===== src/rtl/vector_fifo.sv =====
`default_nettype none
// ============================================================================
// Module   : vector_fifo
// Purpose  : Deserialises a 1-bit stream into VEC_W-bit vectors and stores
//            them in a DEPTH-entry ring FIFO. Consumer pops with req and gets
//            a one-cycle valid pulse with the vector one cycle later.
// Ports    : clk, rst_n (async, active-low), flush (sync clear)
//            bit_in/bit_valid/bit_ready : serial producer handshake
//            req/vector/valid           : consumer pop handshake
//            full/empty/count           : registered FIFO status
//            drop_cnt                   : refused-bit counter (optional)
// Options  : define VECTOR_FIFO_DROP_CNT_EN to add drop_cnt[7:0]
// Revision : 1.0 - initial release
// ============================================================================
module vector_fifo #(
  parameter int unsigned VEC_W     = 8,
  parameter int unsigned DEPTH     = 16,
  parameter int unsigned MSB_FIRST = 1
) (
  input  logic                     clk,
  input  logic                     rst_n,
  input  logic                     flush,
  input  logic                     bit_in,
  input  logic                     bit_valid,
  output logic                     bit_ready,
  input  logic                     req,
  output logic [VEC_W-1:0]         vector,
  output logic                     valid,
  output logic                     full,
  output logic                     empty,
  output logic [$clog2(DEPTH):0]   count
`ifdef VECTOR_FIFO_DROP_CNT_EN
  ,
  output logic [7:0]               drop_cnt
`endif
);

  localparam int unsigned ADDR_W = $clog2(DEPTH);
  localparam int unsigned CNT_W  = ADDR_W + 1;
  localparam int unsigned FILL_W = (VEC_W > 2) ? $clog2(VEC_W) : 1;

  localparam logic [FILL_W-1:0] LAST_FILL = FILL_W'(VEC_W - 1);
  localparam logic [CNT_W-1:0]  FULL_CNT  = CNT_W'(DEPTH);

  logic [VEC_W-1:0]  ring_q [DEPTH];
  logic [VEC_W-1:0]  asm_q;
  logic [VEC_W-1:0]  asm_d;
  logic [FILL_W-1:0] fill_q;
  logic [ADDR_W-1:0] wr_ptr_q;
  logic [ADDR_W-1:0] rd_ptr_q;
  logic [CNT_W-1:0]  count_q;
  logic [CNT_W-1:0]  count_d;
  logic              full_q;
  logic              empty_q;
  logic [VEC_W-1:0]  vector_q;
  logic              valid_q;

  logic              accept;
  logic              push;
  logic              pop;

  // flush dominates every same-cycle action
  assign bit_ready = !full_q;
  assign accept    = bit_valid && bit_ready && !flush;
  assign push      = accept && (fill_q == LAST_FILL);
  assign pop       = req && !empty_q && !flush;

  generate
    if (MSB_FIRST != 0) begin : g_msb_first
      assign asm_d = {asm_q[VEC_W-2:0], bit_in};
    end else begin : g_lsb_first
      assign asm_d = {bit_in, asm_q[VEC_W-1:1]};
    end
  endgenerate

  always_comb begin
    count_d = count_q;
    if (flush) begin
      count_d = '0;
    end else if (push && !pop) begin
      count_d = count_q + 1'b1;
    end else if (pop && !push) begin
      count_d = count_q - 1'b1;
    end
  end

  // Storage is intentionally not reset; validity is tracked by count.
  always_ff @(posedge clk) begin
    if (push) begin
      ring_q[wr_ptr_q] <= asm_d;
    end
  end

  always_ff @(posedge clk or negedge rst_n) begin
    if (!rst_n) begin
      asm_q    <= '0;
      fill_q   <= '0;
      wr_ptr_q <= '0;
      rd_ptr_q <= '0;
      count_q  <= '0;
      full_q   <= 1'b0;
      empty_q  <= 1'b1;
      vector_q <= '0;
      valid_q  <= 1'b0;
    end else begin
      count_q <= count_d;
      full_q  <= (count_d == FULL_CNT);
      empty_q <= (count_d == '0);
      valid_q <= pop;
      vector_q <= pop ? ring_q[rd_ptr_q] : '0;
      if (flush) begin
        asm_q    <= '0;
        fill_q   <= '0;
        wr_ptr_q <= '0;
        rd_ptr_q <= '0;
      end else begin
        if (accept) begin
          asm_q  <= asm_d;
          fill_q <= push ? '0 : fill_q + 1'b1;
        end
        if (push) begin
          wr_ptr_q <= wr_ptr_q + 1'b1;
        end
        if (pop) begin
          rd_ptr_q <= rd_ptr_q + 1'b1;
        end
      end
    end
  end

`ifdef VECTOR_FIFO_DROP_CNT_EN
  logic [7:0] drop_q;

  // Counts cycles where the producer offered a bit while we were full.
  always_ff @(posedge clk or negedge rst_n) begin
    if (!rst_n) begin
      drop_q <= '0;
    end else if (flush) begin
      drop_q <= '0;
    end else if (bit_valid && !bit_ready && (drop_q != 8'hFF)) begin
      drop_q <= drop_q + 8'd1;
    end
  end

  assign drop_cnt = drop_q;
`endif

  assign vector = vector_q;
  assign valid  = valid_q;
  assign full   = full_q;
  assign empty  = empty_q;
  assign count  = count_q;

endmodule
`default_nettype wire


===== config.mk =====
export PLATFORM = sky130hd
export DESIGN_NAME = vector_fifo
export DESIGN_NICKNAME = d
export VERILOG_FILES = /design/src/rtl/vector_fifo.sv
export SDC_FILE = /design/constraint.sdc
export NUM_CORES = 1
export LEC_CHECK = 0
export CORE_MARGIN = 1.5
export CORE_UTILIZATION = 41
export CTS_BUF_LIST = sky130_fd_sc_hd__clkbuf_4
export DETAILED_ROUTE_END_ITERATION = 10
export GPL_TIMING_DRIVEN = 0
export HOLD_SLACK_MARGIN = 0.12
export SKIP_LAST_GASP = 1
export SLEW_MARGIN = 20
export SYNTH_ARGS = -nofsm -noshare
export SYNTH_HDL_FRONTEND = slang
export SYNTH_SLANG_ARGS = --single-unit

===== constraint.sdc =====
create_clock -name clk -period 2.2 [get_ports clk]
set_input_delay 0.44 -clock clk [delete_from_list [all_inputs] [get_ports clk]]
set_output_delay 0.44 -clock clk [all_outputs]
set_load 0.02 [all_outputs]

Word-level counts from Yosys, hierarchy flattened
Memories as Yosys holds them, arrays and structs flattened. Index checks and enable logic that the tools add are counted.

Flip-flop bits (word level): 34. Input bits: 6. Bits in writable memories: 128. Output and inout bits: 17. Memories: 1. Logic and storage cells: 48.

Memories: ring_q (words 16, width 8, read ports 1, clocked after memory_dff 0, write ports 1, RTL line 45) `logic [VEC_W-1:0] ring_q [DEPTH];`.

$add $sub $neg: 5. Equality and inequality tests: 2. Multiplexer cells: 15. Reduce and logical (&&, ||, !) cells: 16.

Operators by type and width (number): 2-to-1 mux 4 bit (4); 2-to-1 mux 5 bit (3); 2-to-1 mux 7 bit (2); 2-to-1 mux 3 bit (3); adder 4 x 1 -> 4 bit (second input constant) (2); 2-to-1 mux 8 bit (1); logical AND 1 bit (7); nonzero test 2 bit (3); adder 5 x 1 -> 5 bit (second input constant) (1); equality test 5 bit (second input constant) (1); logical NOT 1 bit (5); logical NOT 5 bit (1); subtractor 5 x 1 -> 5 bit (second input constant) (1); adder 3 x 1 -> 3 bit (second input constant) (1); equality test 3 bit (second input constant) (1); 2-to-1 mux 1 bit (2).

Longest topological paths before layout
Depth after elaboration: 10. Mapped depth: 8. Gate-level depth less buffers: 7.

Worst setup path after synthesis
No wires, ideal clock.

Path type: register -> register. From: register fill_q[0]. To: register full_q, in the netlist full. Period minus slack after synthesis: 2.129 ns. Setup time: 0.120 ns. Cell stages (with the launch flop): 9. Arrival: 2.009 ns. Data required time: 2.080 ns. Buffers on the path: 1. Slack: 0.071 ns. Path through: dfrtp_1 ha_1 ha_1 and3b_1 buf_2 and3_1 or3b_1 a41o_1 o211a_1.

Word-level cells in the longest chain between the ends: 8. Elaborated cells between the ends (all ways): 9. Those cells by class: eq/ne: 2; mux: 3; reduce/logical: 4.

RTL lines: start: declaration (RTL line 48) `logic [FILL_W-1:0] fill_q;`; start signal: assignment (RTL line 119) `fill_q <= push ? '0 : fill_q + 1'b1;`; equality test 3 bit * (RTL line 65) `assign push = accept && (fill_q == LAST_FILL);`; logical AND 1 bit * (RTL line 65); logical NOT 1 bit (RTL line 82) `end else if (pop && !push) begin`; logical AND 1 bit (RTL line 82); 2-to-1 mux 5 bit (RTL line 82); 2-to-1 mux 5 bit * (RTL line 80) `end else if (push && !pop) begin`; 2-to-1 mux 5 bit * (RTL line 78) `if (flush) begin`; equality test 5 bit * (RTL line 107) `full_q <= (count_d == FULL_CNT);`; end signal: assignment (RTL line 107); end: declaration (RTL line 53) `logic full_q;`.

Every way passes the cells marked *; elsewhere a longest branch is shown, timed or not. A chain may end at the register's enable or synchronous reset.

Worst setup path after layout
From: register rd_ptr_q[0]. To: register vector_q[3], in the netlist vector[3].

Word-level cells in the longest chain between the ends: 2.

RTL lines: start: declaration (RTL line 50) `logic [ADDR_W-1:0] rd_ptr_q;`; start signal: assignment (RTL line 125) `rd_ptr_q <= rd_ptr_q + 1'b1;`; memory (16 x 8 bit); 2-to-1 mux 8 bit (RTL line 110) `vector_q <= pop ? ring_q[rd_ptr_q] : '0;`; end signal: assignment (RTL line 110); end: declaration (RTL line 55) `logic [VEC_W-1:0] vector_q;`.

Every way passes these cells.

==> impl_metrics.json <==
{
  "status": "finished, final reports clean",
  "hold_violations": 0,
  "worstSetupPathType": "flip-flop to flip-flop",
  "ys_types": 45,
  "fillCellCount": 1322,
  "routedWlPerCell_um": 21.1,
  "cp-endpoint": "vector[3]",
  "placed_cells": 610,
  "firstDrtPassIters": 4,
  "ys_seq_area_frac": 0.712,
  "synth_top_cell_area_share": 0.583,
  "syn_to_final_growth_pct": 17.6,
  "worst_slew_pin_slew_ns": 0.901,
  "startpoint": "rd_ptr_q[0]",
  "die_area_um2": 16900,
  "layout-drive-gt1-share": 0.283,
  "viasPerCell": 5.29,
  "pwr_density_cell_nw_per_um2": 802,
  "pwr-share-comb": 0.189,
  "period_share": 0.967,
  "vias": 3466,
  "critPathRequiredTime_ns": 2.66,
  "vdd_drop_max_uv": 340,
  "dieHeight_um": 130,
  "reg2reg_to": "vector[3]",
  "cts_buffer_depth": 2,
  "antenna_found_initial": 1,
  "synth_edf_count": 128,
  "fin_skew_ns": 0.0221,
  "r2r_slack_ns": 0.07,
  "cts_tree": "built",
  "root_buffer": "clkbuf_4",
  "hold_path_class": "primary input to asynchronous set/reset pin",
  "core_area_um2": 15800,
  "first_global_vias": 3481,
  "synth.area.top_cells": "edfxtp_1 (58%), dfrtp_1 (13%), mux4_2 (10%)",
  "power_switching_mw": 1.68,
  "grt_max_degree": 26,
  "rsz0062_at_grt": "yes",
  "fmax_ghz": 0.470,
  "syn_area_per_cell_um2": 18.2,
  "synth_cells": 363,
  "post-route-cell-area_um2": 7750,
  "drc": 0,
  "grt_pass1_wl_um": 20600,
  "swShare": 0.271,
  "synth_top_cell_by_area": "edfxtp_1",
  "yosysMostFrequentCell": "edfxtp_1",
  "fp-row-count": 46,
  "r2r_start": "rd_ptr_q[0]",
  "seqPwrFrac": 0.560,
  "end_kind": "flip-flop",
  "yosysWarnings": 0,
  "synth_fp_nets": 378,
  "finalSetupViolations": 0,
  "antenna_left": 0,
  "drt_iter0_drc": 306,
  "finalCriticalPeriod_ns": 2.13,
  "die_w_um": 130,
  "crit_fanout": 10,
  "layoutNonFillerInstCount": 655,
  "async_reset_ff_frac": 0.210,
  "ys.flop_type": "edfxtp_1",
  "cp-start-kind": "flip-flop",
  "preCtsSetupSlack_ns": -0.514,
  "cts_made_buffers": 17,
  "grt_overflow": 0,
  "synth.top_cells.by_count": "edfxtp_1 (128), dfrtp_1 (33), mux4_2 (30)",
  "slew_violations": 0,
  "synthesis.area_um2": 6590,
  "routabilityCongestion": 0.784,
  "setup_slack_ns": 0.0715,
  "drt-total-wl_um": 13900,
  "portBuffers": 22,
  "worstPathArrival_ns": 2.59,
  "ys_ff_latch": 162,
  "timing.slew.headroom": 0.400,
  "cts_sinks": 162,
  "clock_latency_ns": 0.56,
  "max_cap_viol_count": 0,
  "nNetsFinal": 440,
  "io_pins": 23,
  "clkPwrFrac": 0.250,
  "hpwlAfterDp_um": 8930,
  "start_util": 0.418,
  "placed_area_um2": 7200,
  "p_int_mw": 4.53,
  "grt.total_usage": 0.175,
  "rr_worst_depth": 5,
  "clk_pin_slew_ns": 0.12,
  "p_leak_nw": 2.48,
  "htree_levels": 4
}
flip-flops by register name, summed over array words and instances (netlist names):
signal and count:
rd_ptr_q 4, fill_q 3, valid 1, empty 1, asm_q 7, ring_q 128, full 1, vector 8
wr_ptr_q 4, count 5
placed cells by master (no fill, tap or decap), drive strengths merged, types with 2 or more instances in the layout:
cell / instances
nand3b: 3
clkbuf: 30
nand3: 2
clkinvlp: 2
and2: 12
o21ai: 4
inv: 10
nor2: 17
nand4: 3
mux4: 40
and3: 2
nor3: 10
a21oi: 14
xor2: 5
clkdlybuf4s50: 20
edfxtp: 128
buf: 29
ha: 9
nand2: 28
dfrtp: 33
o311ai: 2
clkinv: 10
xnor2: 5
nor2b: 2
kinds of logic (layout without fill, tap and decap cells):
logic type | after synthesis | after routing | synth area share
simple gates | 87 | 87 | 0.0674
compound gates | 26 | 26 | 0.0245
fa+ha+maj | 9 | 9 | 0.0171
mux | 40 | 40 | 0.142
flops | 162 | 162 | 0.712
other cells | 0 | 1 | 0
buf+inv | 29 | 104 | 0.0233
xor+xnor | 10 | 10 | 0.0133
repair_timing:
action | 4_1_cts | 5_1_grt
hold endpoints to repair | 33 | 0
resized for setup | 18 | 29
hold buffers | 1 | 0
setup buffers | 5 | 7
setup endpoints to repair | 78 | 128
pin swaps | 4 | 6
area by class of cell:
type | count | area [um2] | share of cell area
antenna | 1 | 2.50 | 0.000323
buffer | 18 | 129 | 0.0166
clock buffer | 19 | 143 | 0.0184
clock inverter | 13 | 95.1 | 0.0123
inverter | 10 | 37.5 | 0.00484
multi-input combinational | 172 | 1930 | 0.249
sequential | 162 | 4700 | 0.606
tap | 216 | 270 | 0.0349
timing repair buffer | 44 | 448 | 0.0578
per-stage QoR:
| step | power, mW | hold slack (ns) | TNS [ns] | utilization |
|---|---|---|---|---|
| floorplan | 4.29 | 0.144 | 0 | - |
| global placement | 4.66 | 0.513 | -96.70 | 0.449 |
| detailed placement | 4.67 | 0.353 | -41.10 | 0.457 |
| CTS | 6.22 | 0.272 | -0.143 | 0.478 |
| global route | 6.48 | 0.297 | -0.0288 | 0.492 |
| finish | 6.22 | 0.288 | 0 | 0.492 |
worst max-delay path, stage by stage, from the launching register on:
cell and delay [ns]:
dfrtp_1 0.39, buf_6 0.18, buf_8 0.18, mux4_1 0.65, mux4_2 0.47, and2_1 0.17
power by group through the flow:
stage	clock network (mW)	logic, mW	registers, mW
2_1_floorplan	0	0.702	3.59
3_3_place_gp	0	1.13	3.53
3_5_place_dp	0	1.14	3.54
4_1_cts	1.59	1.15	3.48
5_1_grt	1.71	1.27	3.50
6_report	1.56	1.18	3.48
worst min path at each step:
stage,to,cells past startpoint,start
6_report,valid,2,rst_n
4_1_cts,vector[4],2,rst_n
3_3_place_gp,fill_q[2],2,fill_q[2]
3_5_place_dp,valid,1,rst_n
5_1_grt,vector[1],2,rst_n
2_1_floorplan,asm_q[0],0,rst_n
per-layer routing:
metal / vias to the layer above / global-route usage / part of all wire
met4: 0 / 0.0614 / 0.016
met2: 84 / 0.283 / 0.51
li1: 1552 / - / -
met3: 17 / 0.0349 / 0.038
met5: - / 0 / 0
met1: 1813 / 0.238 / 0.43
(Power assumes the default switching activity.)
